===== src/rtl/fifo_pkg.sv =====
// Shared async-FIFO pointer definitions.
// Gray/binary helpers are reused by the write-side full block.
package fifo_pkg;

  localparam int ADDR_WIDTH = 3;
  localparam int PTR_WIDTH  = ADDR_WIDTH + 1;

  function automatic logic [31:0] bin2gray(input logic [31:0] b);
    return b ^ (b >> 1);
  endfunction

  function automatic logic [31:0] gray2bin(input logic [31:0] g);
    logic [31:0] b;
    b = g;
    for (int s = 1; s < 32; s = s * 2) begin
      b = b ^ (b >> s);
    end
    return b;
  endfunction

endpackage


===== src/rtl/gray2bin_conv.sv =====
// Combinational Gray-to-binary conversion (XOR prefix from the MSB).
// Shared by both pointer domains.
module gray2bin_conv #(
  parameter int width = 4
) (
  input  logic [width-1:0] gray,
  output logic [width-1:0] bin
);

  for (genvar i = 0; i < width; i++) begin : g_bit
    assign bin[i] = ^gray[width-1:i];
  end

endmodule


===== src/rtl/rptr_empty_gray.sv =====
// Read-side pointer, empty/almost-empty flags and fill level.
// Optional macro RPTR_UFLOW_FLAG_EN adds a sticky underflow flag ruflow.
module rptr_empty_gray
  import fifo_pkg::*;
#(
  parameter int addr_width    = ADDR_WIDTH,
  parameter int aempty_thresh = 1
) (
  input  logic                  rclk,
  input  logic                  rrst,
  input  logic                  rinc,
  input  logic [addr_width:0]   rq2_wptr,
  output logic [addr_width:0]   rptr,
  output logic [addr_width-1:0] raddr,
  output logic                  rpop,
`ifdef RPTR_UFLOW_FLAG_EN
  output logic                  ruflow,
`endif
  output logic                  rempty,
  output logic                  raempty,
  output logic [addr_width:0]   rlevel
);

  localparam int PW = addr_width + 1;
  localparam logic [PW-1:0] THR = PW'(aempty_thresh);

  logic [PW-1:0] rbin;
  logic [PW-1:0] rbin_next;
  logic [PW-1:0] rgray_next;
  logic [PW-1:0] wbin;
  logic [PW-1:0] lvl_next;

  gray2bin_conv #(
    .width (PW)
  ) u_wconv (
    .gray (rq2_wptr),
    .bin  (wbin)
  );

  assign rpop       = rinc & ~rempty;
  assign rbin_next  = rbin + {{(PW-1){1'b0}}, rpop};
  assign rgray_next = PW'(bin2gray(32'(rbin_next)));
  // Level uses the post-pop pointer so flags carry no extra lag.
  assign lvl_next   = wbin - rbin_next;

  always_ff @(posedge rclk) begin
    if (rrst) begin
      rbin    <= '0;
      rptr    <= '0;
      raddr   <= '0;
      rempty  <= 1'b1;
      raempty <= 1'b1;
      rlevel  <= '0;
    end else begin
      rbin    <= rbin_next;
      rptr    <= rgray_next;
      raddr   <= rbin_next[addr_width-1:0];
      rempty  <= (rgray_next == rq2_wptr);
      raempty <= (lvl_next <= THR);
      rlevel  <= lvl_next;
    end
  end

`ifdef RPTR_UFLOW_FLAG_EN
  always_ff @(posedge rclk) begin
    if (rrst) begin
      ruflow <= 1'b0;
    end else if (rinc && rempty) begin
      ruflow <= 1'b1;
    end
  end
`endif

endmodule


===== config.mk =====
export PLATFORM = sky130hd
export DESIGN_NAME = rptr_empty_gray
export DESIGN_NICKNAME = d
export VERILOG_FILES = /design/src/rtl/fifo_pkg.sv /design/src/rtl/gray2bin_conv.sv /design/src/rtl/rptr_empty_gray.sv
export SDC_FILE = /design/constraint.sdc
export NUM_CORES = 1
export LEC_CHECK = 0
export BUFFER_PORTS_ARGS = -buffer_cell sky130_fd_sc_hd__clkbuf_2
export CAP_MARGIN = 20
export CORE_AREA = 2 2 43 45
export CTS_CLUSTER_DIAMETER = 50
export DETAILED_ROUTE_END_ITERATION = 8
export DIE_AREA = 0 0 45 47
export PLACE_DENSITY = 0.71
export SLEW_MARGIN = 10
export SYNTH_ARGS = -nofsm -noshare
export SYNTH_HDL_FRONTEND = slang
export SYNTH_HIERARCHICAL = 1
export SYNTH_SLANG_ARGS = --single-unit

===== constraint.sdc =====
create_clock -name rclk -period 2.3 [get_ports rclk]
set_input_delay 0.46 -clock rclk [delete_from_list [all_inputs] [get_ports rclk]]
set_output_delay 0.46 -clock rclk [all_outputs]
set_load 0.02 [all_outputs]

==> results of run 1 <==
-- sequential cells by signal (all words and copies together), names as in the netlist --
| name | count |
|---|---|
| raddr | 2 |
| raempty | 1 |
| rbin | 1 |
| rempty | 1 |
| rlevel | 4 |
| rptr | 4 |
-- cells by family after synthesis --
family          count (synthesis)
simple gates                   20
xor+xnor                       19
flops                          13
buf+inv                         5
fa+ha+maj                       5
compound gates                  3
-- worst paths after layout --
path                            slack [ns]                    to  cells past startpoint
worst max-delay path                  0.17    raempty$_SDFF_PP1_                      9
worst min-delay path                  0.50  rlevel[0]$_SDFF_PP0_                      2
worst max register to register        0.17    raempty$_SDFF_PP1_                      9
worst min register to register        0.68    rptr[3]$_SDFF_PP0_                      2
-- stage by stage --
step	instance area (um^2)	setup slack (ns)	total power, uW	TNS [ns]
2_1_floorplan	718.2	0.002964	389.3	0
3_3_place_gp	858.3	-0.01074	435.1	-0.01439
3_5_place_dp	858.3	-0.08508	438.4	-0.1392
4_1_cts	884.6	0.1484	578.2	0
5_1_grt	884.6	0.01108	603.7	0
6_report	884.6	0.1678	570.9	0
-- critical path, stage by stage, from the launching register on --
cell and delay, ns:
dfxtp_1 0.38, nor2b_4 0.05, ha_1 0.20, ha_2 0.22, xnor2_4 0.13, ha_1 0.34
nor2b_1 0.15, a221oi_2 0.25, xnor2_1 0.11, o31ai_1 0.21
-- cell usage in the layout, fill, tap and decap left out --
cell type / n
nand3_1: 1
and2_1: 2
xnor2_4: 1
clkbuf_4: 3
clkbuf_1: 1
xor3_1: 1
a221oi_2: 1
ha_2: 1
o31ai_1: 1
xor2_1: 3
ha_1: 4
nor2_1: 7
xnor2_1: 12
buf_4: 5
clkbuf_2: 20
o41ai_2: 1
nand2_1: 2
nor2b_4: 1
inv_1: 3
nand2b_1: 1
dfxtp_1: 13
xor2_2: 2
nor2b_1: 6
-- power breakdown --
part	switching [uW]	internal [uW]	leakage [uW]	total (uW)
sequential	7.42	248	0.000107	255
combinational	97.5	78.2	0.000287	176
clock	72.7	67.2	0.0000150	140
total	178	393	0.000409	571
-- routing by layer --
layer / up-vias / share of wire (%) / GRT usage (%)
met4: 0 / 2.7 / 10.59
li1: 256 / - / -
met3: 4 / 4.4 / 2.308
met2: 15 / 51 / 22.00
met1: 230 / 42 / 14.22
met5: - / 0 / 0
-- layout make-up --
type	count	area share [%]
repair buffers	25	15.56
well taps	17	2.405
multi-input cells	47	48.37
inverters	3	1.273
flip-flops and latches	13	29.42
clock buffers	4	2.970
==> results.md, run 1 <==
* Initial Util at between 40% and 50%
* Max-slew violation count at 0
* Vias in the first global route at ~440
* Crit path launch type: flop
* EDFF count, synth at 0
* Outcome: finished clean
* Area contributors post-synth: dfxtp_1, xnor2_1, ha_1, nor2b_1, xor2_2
* Critical path peak fanout at 3
* Worst-margin pin slew at between 0.2 and 0.3 ns
* Critical path data required time at around 2.5 ns
* Synth Cell Area at 696.9 um^2
* Detailed-route via count at 505
* Prevailing post-synth register cell: dfxtp_1
* Drt drc at 0
* H-tree depth at 1
* Post-Synth Adder-Cell Area at under 10%
* Num ports at 21
* Hold Crit Class: primary input to flop
* Top post-synthesis cells by count: dfxtp_1, xnor2_1, nor2_1, nor2b_1, ha_1
* RSZ-0062 raised after global routing: false
* DPL Wire Length at 1011 um
* Final min period at approximately 2.1 ns
* Clock Tree Buf Depth at 2
* Synth Area in Simple Gates at 14.54%
* #FFs+latches synth at 13
* Post-CTS Setup Bufs at 0
* TritonCTS clock tree: built
* Final Skew at about 0.0013 ns
* Resized cells post-CTS at 0
* Leak at between 0.0004 and 0.0005 uW
* Wire length of the first global-routing pass at 1842 um
* Hold_buf cts at 0
* RR Startpoint: rempty$_SDFF_PP1_
* PD cells at 645.4 nW/um^2
* Routability Congestion at between 0.7 and 0.8
* Compound-Gate Fraction of Synth Area at 5.566%
* Layout Utilization at 53.56%
* Synth Net Count at 77
* DRT iter0 DRCs at 4
* Multiplexer share of the synthesized area at 0%
* Global route overflow at 0
* Relative slew slack at approximately 80%
* Maxcap violations at 0
* Multi-input gate area at ~430 um^2
* Initial antenna violation count at 0
* Die width at 45 um
* Layout area overhead at 26.93%
* Register area at approximately 260 um^2
* Worst EP arrival at 2.32 ns
* Nets at 105
* FFs w/ async S/R, synth at 0%
* Largest family of logic cells by synthesized area: XOR/XNOR gates
* Fillers at about 160
* Post-synthesis cell count at 65
* Ant diodes at 0
* Crit path launch: rempty$_SDFF_PP1_
* Num Clock Sinks at 13
* Largest net degree at the start of global routing at 11
* Core area at 1652 um^2
* Synth top area share at between 30% and 40%
* Avg Cell Area, Syn at between 10 and 15 um^2
* GRT Util Overall at 12.96%
* 1st-pass router iterations at 3
* Minimum hold slack at approximately 0.50 ns
* Drt total wl at 1231 um
* Final setup fails at 0
* Skew-Pair Late Insertion Delay at about 0.27 ns
* Hold_sp: rrst
* Final critical-path share of the clock period at 92.70%
* Final hold vios at 0
* DR WL/cell at about 11 um
* Sequential share of the synthesized area at between 30% and 40%
* Die height at 47 um
* Placed cells at between 100 and 150
* Share of cells above drive strength 1 at 38.04%
* Synth warn at 6
* Root buffer cell: clkbuf_4
* Reg clk slew, reported paths at 0.08 ns
* Most frequent cell after synthesis: dfxtp_1
* Kind of end point of the critical path: flop
* Row cnt at 15
* IO Port Bufs at 20
* Die ar. at around 2100 um^2
* Total CTS buffers at 3
* Final Non-Filler Cells at ~110
* Vias per cell at between 4 and 5
* Post-synthesis cell type count at 19
* Peak supply drop at 0.2515 mV
* Crit path kind: flop to flop
* Post-Synth XOR/XNOR Area at 29.26%
* Yosys top cell by area: dfxtp_1
* Remaining antenna violation count at 0
* F_max at roughly 470 MHz
No activity file was read; power rests on OpenSTA's default activity.
==> run 2: changes to the inputs <==
CORE_AREA = 2 2 42 44   (was 2 2 43 45)
CTS_BUF_LIST = sky130_fd_sc_hd__clkbuf_8   (was not set)
DIE_AREA = 0 0 44 46   (was 0 0 45 47)
PLACE_DENSITY = 0.74   (was 0.71)
==> run 2 against run 1 <==
  * Final area is 1.3% higher
  * Global-route usage is 0.27 points higher
  * Clock skew is 0.00088 ns lower
  * Highest routed layer unchanged
==> results.md, run 2 (synthesized netlist as in run 1, its figures left out) <==
* Core area at 1614 um^2 (was 1652 um^2)
* Drt total wl at 1158 um (was 1231 um)
* Final Skew at 0.0004359 ns (was 0.001319 ns)
* DRT iter0 DRCs at 0 (was 4)
* FF-to-FF setup slack at 0.19 ns (was 0.17 ns)
* Drt drc at 0 (unchanged)
* Resized cells post-CTS at 0 (unchanged)
* Ant diodes at 0 (unchanged)
* Hold Crit Class: primary input to flop (unchanged)
* Crit path kind: flop to flop (unchanged)
* Clock Tree Buf Depth at 2 (unchanged)
* Die width at 44 um (was 45 um)
* Critical path buffers and inverters at 0 (unchanged)
* Register area at 260.3 um^2 (unchanged)
* H-tree depth at 1 (unchanged)
* Detailed-route via count at 507 (was 505)
* Final critical-path share of the clock period at 91.66% (was 92.70%)
* Reg clk slew, reported paths at 0.05 ns (was 0.08 ns)
* Post-route setup slack at 0.1919 ns (was 0.1678 ns)
* Maxcap violations at 0 (unchanged)
* Worst EP arrival at 2.24 ns (was 2.32 ns)
* Worst-margin pin slew at 0.2937 ns (was 0.2708 ns)
* CP Cell Sequence: nor2b_4, ha_1, ha_2, xnor2_4, ha_1, nor2b_1, a221oi_2, xnor2_1, and2_1 (was nor2b_4, ha_1, ha_2, xnor2_4, ha_1, nor2b_1, a221oi_2, xnor2_1, o31ai_1)
* Num Clock Sinks at 13 (unchanged)
* Global route overflow at 0 (unchanged)
* Final Non-Filler Cells at 108 (was 109)
* Layout Utilization at 55.50% (was 53.56%)
* GRT Util Overall at 13.23% (was 12.96%)
* Critical path data required time at 2.44 ns (was 2.48 ns)
* Nets at 104 (was 105)
* Die ar. at 2024 um^2 (was 2115 um^2)
* Largest net degree at the start of global routing at 11 (unchanged)
* Slowest stage delay, CP at 0.36 ns (was 0.38 ns)
* CP most frequent cell: ha_1 (unchanged)
* PD cells at 699.5 nW/um^2 (was 645.4 nW/um^2)
* Remaining antenna violation count at 0 (unchanged)
* Worst path top cell family by delay: adder cells (unchanged)
* Total CTS buffers at 3 (unchanged)
* Post-Place Setup Slack at -0.06274 ns (was -0.08508 ns)
* 1st-pass router iterations at 1 (was 3)
* Layout area overhead at 28.55% (was 26.93%)
* Initial Util at 43.18% (was 42.20%)
* Kind of end point of the critical path: flop (unchanged)
* Max-slew violation count at 0 (unchanged)
* Multi-input gate area at 427.9 um^2 (unchanged)
* Num ports at 21 (unchanged)
* Placed cells at 104 (was 105)
* IO Port Bufs at 20 (unchanged)
* Final min period at 2.108 ns (was 2.132 ns)
* Root buffer cell: clkbuf_8 (was clkbuf_4)
* Fillers at 147 (was 155)
* Skew-Pair Late Insertion Delay at 0.24 ns (was 0.27 ns)
* Most common cell after layout, fill and taps aside: clkbuf_2 (unchanged)
* DPL Wire Length at 967.3 um (was 1011 um)
* Final hold vios at 0 (unchanged)
* Initial antenna violation count at 0 (unchanged)
* Outcome: finished clean (unchanged)
* Peak supply drop at 0.3005 mV (was 0.2515 mV)
* Hold_buf cts at 0 (unchanged)
* Commonest non-fill, non-tap cells in the layout: clkbuf_2, dfxtp_1, xnor2_1, nor2_1, nor2b_1 (unchanged)
* Crit path launch type: flop (unchanged)
* TritonCTS clock tree: built (unchanged)
* Die height at 46 um (was 47 um)
* Routability Congestion at 0.7636 (was 0.7914)
* Slowest stage cell, crit path: dfxtp_1 (unchanged)
* RSZ-0062 raised after global routing: false (unchanged)
* Minimum hold slack at 0.5258 ns (was 0.4992 ns)
* Biggest regs: rlevel: 4 flops, rptr: 4 flops, raddr: 2 flops (unchanged)
* Vias per cell at 4.694 (was 4.633)
* Final setup fails at 0 (unchanged)
* Leak at 0.0004153 uW (was 0.0004087 uW)
* Wire length of the first global-routing pass at 1856 um (was 1842 um)
* Row cnt at 15 (unchanged)
* Critical path peak fanout at 3 (unchanged)
* F_max at 474.4 MHz (was 469.0 MHz)
* Vias in the first global route at 443 (was 439)
* Relative slew slack at 80.39% (was 81.91%)
* Post-CTS Setup Bufs at 0 (unchanged)
* DR WL/cell at 10.72 um (was 11.29 um)
* Share of cells above drive strength 1 at 37.36% (was 38.04%)
run 2: path summary, 6_finish.rpt:
kind                                    startpoint                   end  cells after the start
worst min-delay path                          rrst  rlevel[0]$_SDFF_PP0_                      2
worst min register to register  rptr[3]$_SDFF_PP0_    rptr[3]$_SDFF_PP0_                      2
worst max-delay path             rempty$_SDFF_PP1_  rlevel[3]$_SDFF_PP0_                      9
worst max register to register   rempty$_SDFF_PP1_  rlevel[3]$_SDFF_PP0_                      9
run 2: final cells by class:
class	count	area share, %
inverter	3	1.257
tap	17	2.374
multi-input combinational	47	47.77
sequential	13	29.05
timing repair buffer	24	14.53
clock buffer	3	4.609
clock inverter	1	0.4190
run 2: through the flow:
step | area (um^2) | setup TNS, ns | total power (uW)
after floorplan | 718.2 | 0 | 389.3
after global placement | 850.8 | -0.03620 | 434.3
after detailed placement | 850.8 | -0.1188 | 437.0
after CTS | 895.9 | 0 | 635.3
after global routing | 895.9 | 0 | 661.5
final | 895.9 | 0 | 626.7
run 2: power by group:
part	switching, uW	internal [uW]	total [uW]	leakage (uW)
Combinational	96.6	77.6	174	0.000281
Clock	79.2	118	197	0.0000269
Sequential	7.11	248	255	0.000107
Total	183	444	627	0.000415
run 2: metal layers:
metal  track usage (%)  part of all wire, %
met5                 0                    0
met3             2.381                  4.1
met4             7.273                  1.6
met2             24.12                   51
met1             14.39                   43
==> run 3: changes to the inputs <==
CORE_AREA = 2 2 41 43   (was 2 2 42 44)
DIE_AREA = 0 0 43 45   (was 0 0 44 46)
PLACE_DENSITY = 0.72   (was 0.74)
SYNTH_HIERARCHICAL = not set   (was 1)
==> run 3 against run 2 <==
  * First-iteration DRC count unchanged
  * Clock skew grew 0.0048 ns
  * Largest cell class unchanged
  * Final cell count down 5.6%
  * Routed wire length shrank 7.8%
  * Synthesized cell count down 7.7%
  * Count of clock-buffer cells in the layout unchanged
  * Non-clock buffer count fell by 1
==> results.md, run 3 <==
* FFs w/ async S/R, synth at 0% (unchanged)
* DR WL/cell at 10.47 um (was 10.72 um)
* Slowest stage cell, crit path: dfxtp_1 (unchanged)
* Share of power burned in registers at 41.8% (was 40.8%)
* Area contributors post-synth: dfxtp_1, xnor2_1, ha_1, xor2_1, nor2_1 (was dfxtp_1, xnor2_1, ha_1, nor2b_1, xor2_2)
* Clock power frac at 30.5% (was 31.4%)
* Initial antenna violation count at 0 (unchanged)
* Num Clock Sinks at 13 (unchanged)
* Biggest regs: rlevel: 4 flops, rptr: 4 flops, raddr: 2 flops (unchanged)
* RSZ-0062 raised after global routing: false (unchanged)
* Critical path buffers and inverters at 0 (unchanged)
* Final setup fails at 0 (unchanged)
* Core area at 1471 um^2 (was 1614 um^2)
* Hold Crit Class: primary input to flop (unchanged)
* Commonest non-fill, non-tap cells in the layout: clkbuf_2, dfxtp_1, xnor2_1, nor2_1, ha_1 (was clkbuf_2, dfxtp_1, xnor2_1, nor2_1, nor2b_1)
* Detailed-route via count at 458 (was 507)
* Avg Cell Area, Syn at 10.51 um^2 (was 10.72 um^2)
* GRT Util Overall at 14.07% (was 13.23%)
* Most common cell after layout, fill and taps aside: clkbuf_2 (unchanged)
* Ant diodes at 0 (unchanged)
* Synth Cell Area at 630.6 um^2 (was 696.9 um^2)
* Final hold vios at 0 (unchanged)
* PD cells at 739.5 nW/um^2 (was 699.5 nW/um^2)
* Row cnt at 14 (was 15)
* Hold_buf cts at 0 (unchanged)
* CP Cell Sequence: nor2b_4, ha_1, ha_2, xnor2_2, ha_1, a31o_1, a31o_1, xnor2_1, a31o_1 (was nor2b_4, ha_1, ha_2, xnor2_4, ha_1, nor2b_1, a221oi_2, xnor2_1, and2_1)
* Remaining antenna violation count at 0 (unchanged)
* Final Skew at 0.005285 ns (was 0.0004359 ns)
* Root buffer cell: clkbuf_8 (unchanged)
* Worst path top cell family by delay: adder cells (unchanged)
* Initial Util at 42.86% (was 43.18%)
* Die height at 45 um (was 46 um)
* Vias per cell at 4.490 (was 4.694)
* Yosys top cell by area: dfxtp_1 (unchanged)
* Slowest stage delay, CP at 0.37 ns (was 0.36 ns)
* Resized cells post-CTS at 0 (unchanged)
* Outcome: finished clean (unchanged)
* Post-CTS Setup Bufs at 0 (unchanged)
* F_max at 480.2 MHz (was 474.4 MHz)
* Setup tns final at 0 ns (unchanged)
* Prevailing post-synth register cell: dfxtp_1 (unchanged)
* Synth Net Count at 73 (was 77)
* Relative slew slack at 72.66% (was 80.39%)
* Critical path peak fanout at 2 (was 3)
* Reg clk slew, reported paths at 0.05 ns (about the same)
* Max-slew violation count at 0 (unchanged)
* Sequential share of the synthesized area at 41.27% (was 37.34%)
* Crit path launch type: flop (unchanged)
* #FFs+latches synth at 13 (unchanged)
* Placed cells at 98 (was 104)
* Final min period at 2.082 ns (was 2.108 ns)
* Fillers at 150 (was 147)
* Post-synthesis cell count at 60 (was 65)
* Switching Share at 28.36% (was 29.18%)
* Crit path kind: flop to flop (unchanged)
* Worst hold stages at 2 (unchanged)
* Top post-synthesis cells by count: dfxtp_1, xnor2_1, nor2_1 (was dfxtp_1, xnor2_1, nor2_1, nor2b_1, ha_1)
* Critical path data required time at 2.42 ns (was 2.44 ns)
* Layout area overhead at 31.94% (was 28.55%)
* Post-synthesis cell type count at 17 (was 19)
* Combinational Power Share at 27.7% (was 27.8%)
* 1st-pass router iterations at 1 (unchanged)
* IO Port Bufs at 20 (unchanged)
* Most frequent cell after synthesis: dfxtp_1 (unchanged)
* Kind of end point of the critical path: flop (unchanged)
* Worst-margin pin slew at 0.4071 ns (was 0.2937 ns)
* Global route overflow at 0 (unchanged)
* Final Non-Filler Cells at 102 (was 108)
* Synth top area share at 41.27% (was 37.34%)
* CP Depth at 9 (unchanged)
* Drt drc at 0 (unchanged)
* Final critical-path share of the clock period at 90.54% (was 91.66%)
* TritonCTS clock tree: built (unchanged)
* Multi-input gate area at 372.9 um^2 (was 427.9 um^2)
* Clock Tree Buf Depth at 2 (unchanged)
* Num ports at 21 (unchanged)
* Vias in the first global route at 434 (was 443)
* Nets at 100 (was 104)
* DPL Wire Length at 913.4 um (was 967.3 um)
* Wire length of the first global-routing pass at 1938 um (was 1856 um)
* CP most frequent cell: a31o_1 (was ha_1)
* Die width at 43 um (was 44 um)
* Die ar. at 1935 um^2 (was 2024 um^2)
* Routability Congestion at 0.7078 (was 0.7636)
* Total CTS buffers at 3 (unchanged)
* H-tree depth at 1 (unchanged)
* Leak at 0.0004004 uW (was 0.0004153 uW)
* Switching power at 174.5 uW (was 182.9 uW)
* Depth of the worst register-to-register path at 9 (unchanged)
* Maxcap violations at 0 (unchanged)
* Peak supply drop at 0.4107 mV (was 0.3005 mV)
* EDFF count, synth at 0 (unchanged)
* Worst EP arrival at 2.20 ns (was 2.24 ns)
* Synth warn at 0 (was 6)
* Share of cells above drive strength 1 at 36.05% (was 37.36%)
* Skew-Pair Late Insertion Delay at 0.23 ns (was 0.24 ns)
* Largest net degree at the start of global routing at 13 (was 11)
* Drt total wl at 1068 um (was 1158 um)
* Register area at 260.3 um^2 (unchanged)
* DRT iter0 DRCs at 0 (unchanged)
* Pint at 440.8 uW (was 443.8 uW)
-- run 3: worst paths after layout --
check	start	endpoint	slack [ns]
max	rempty$_SDFF_PP1_	raempty$_SDFF_PP1_	0.22
min	rrst	rlevel[0]$_SDFF_PP0_	0.54
max reg2reg	rempty$_SDFF_PP1_	raempty$_SDFF_PP1_	0.22
min reg2reg	rptr[3]$_SDFF_PP0_	rptr[3]$_SDFF_PP0_	0.62
-- run 3: through the flow --
| step | power [uW] | instance area, um^2 | hold slack [ns] | util (%) | worst slack, ns |
|---|---|---|---|---|---|
| after floorplan | 384.8 | 648.1 | 0.5316 | - | 0.02424 |
| final | 615.3 | 832.0 | 0.5405 | 56.55 | 0.2176 |
| after CTS | 622.9 | 832.0 | 0.5440 | 56.55 | 0.1951 |
| after global routing | 652.1 | 832.0 | 0.5621 | 56.55 | 0.08817 |
| after global placement | 431.3 | 787.0 | 0.5957 | 53.49 | -0.003696 |
| after detailed placement | 434.7 | 787.0 | 0.6071 | 53.49 | -0.03259 |
-- run 3: power groups by stage --
stage	clock network (uW)	registers [uW]	logic (uW)
6_report	188	257	170
5_1_grt	203	260	189
4_1_cts	192	257	173
3_5_place_dp	0	262	173
3_3_place_gp	0	262	170
2_1_floorplan	0	293	92.0
-- run 3: cells by family after synthesis --
family                   Yosys count  synth area share (%)
XOR/XNOR                          17                 27.38
buffers and inverters              4                 2.380
adder cells (fa/ha/maj)            6                 11.90
AND/OR/NAND/NOR                   14                 9.721
flip-flops                        13                 41.27
AO/OA/AOI/OAI                      6                 7.342
-- run 3: area by class of cell --
type / instances / share of cell area [%]
clock inverters: 1 / 0.4511
clock buffers: 3 / 4.962
inverters: 3 / 1.353
well taps: 16 / 2.406
repair buffers: 23 / 14.74
multi-input cells: 43 / 44.81
flip-flops and latches: 13 / 31.28
-- run 3: per-layer routing --
layer	up-vias	routed length [um]	GRT usage (%)	share of wire, %
li1	244	-	-	-
met1	206	462	15.50	43
met2	6	549	24.24	51
met3	2	19	2.400	1.8
met4	0	36	10.91	3.4
met5	-	0	0	0
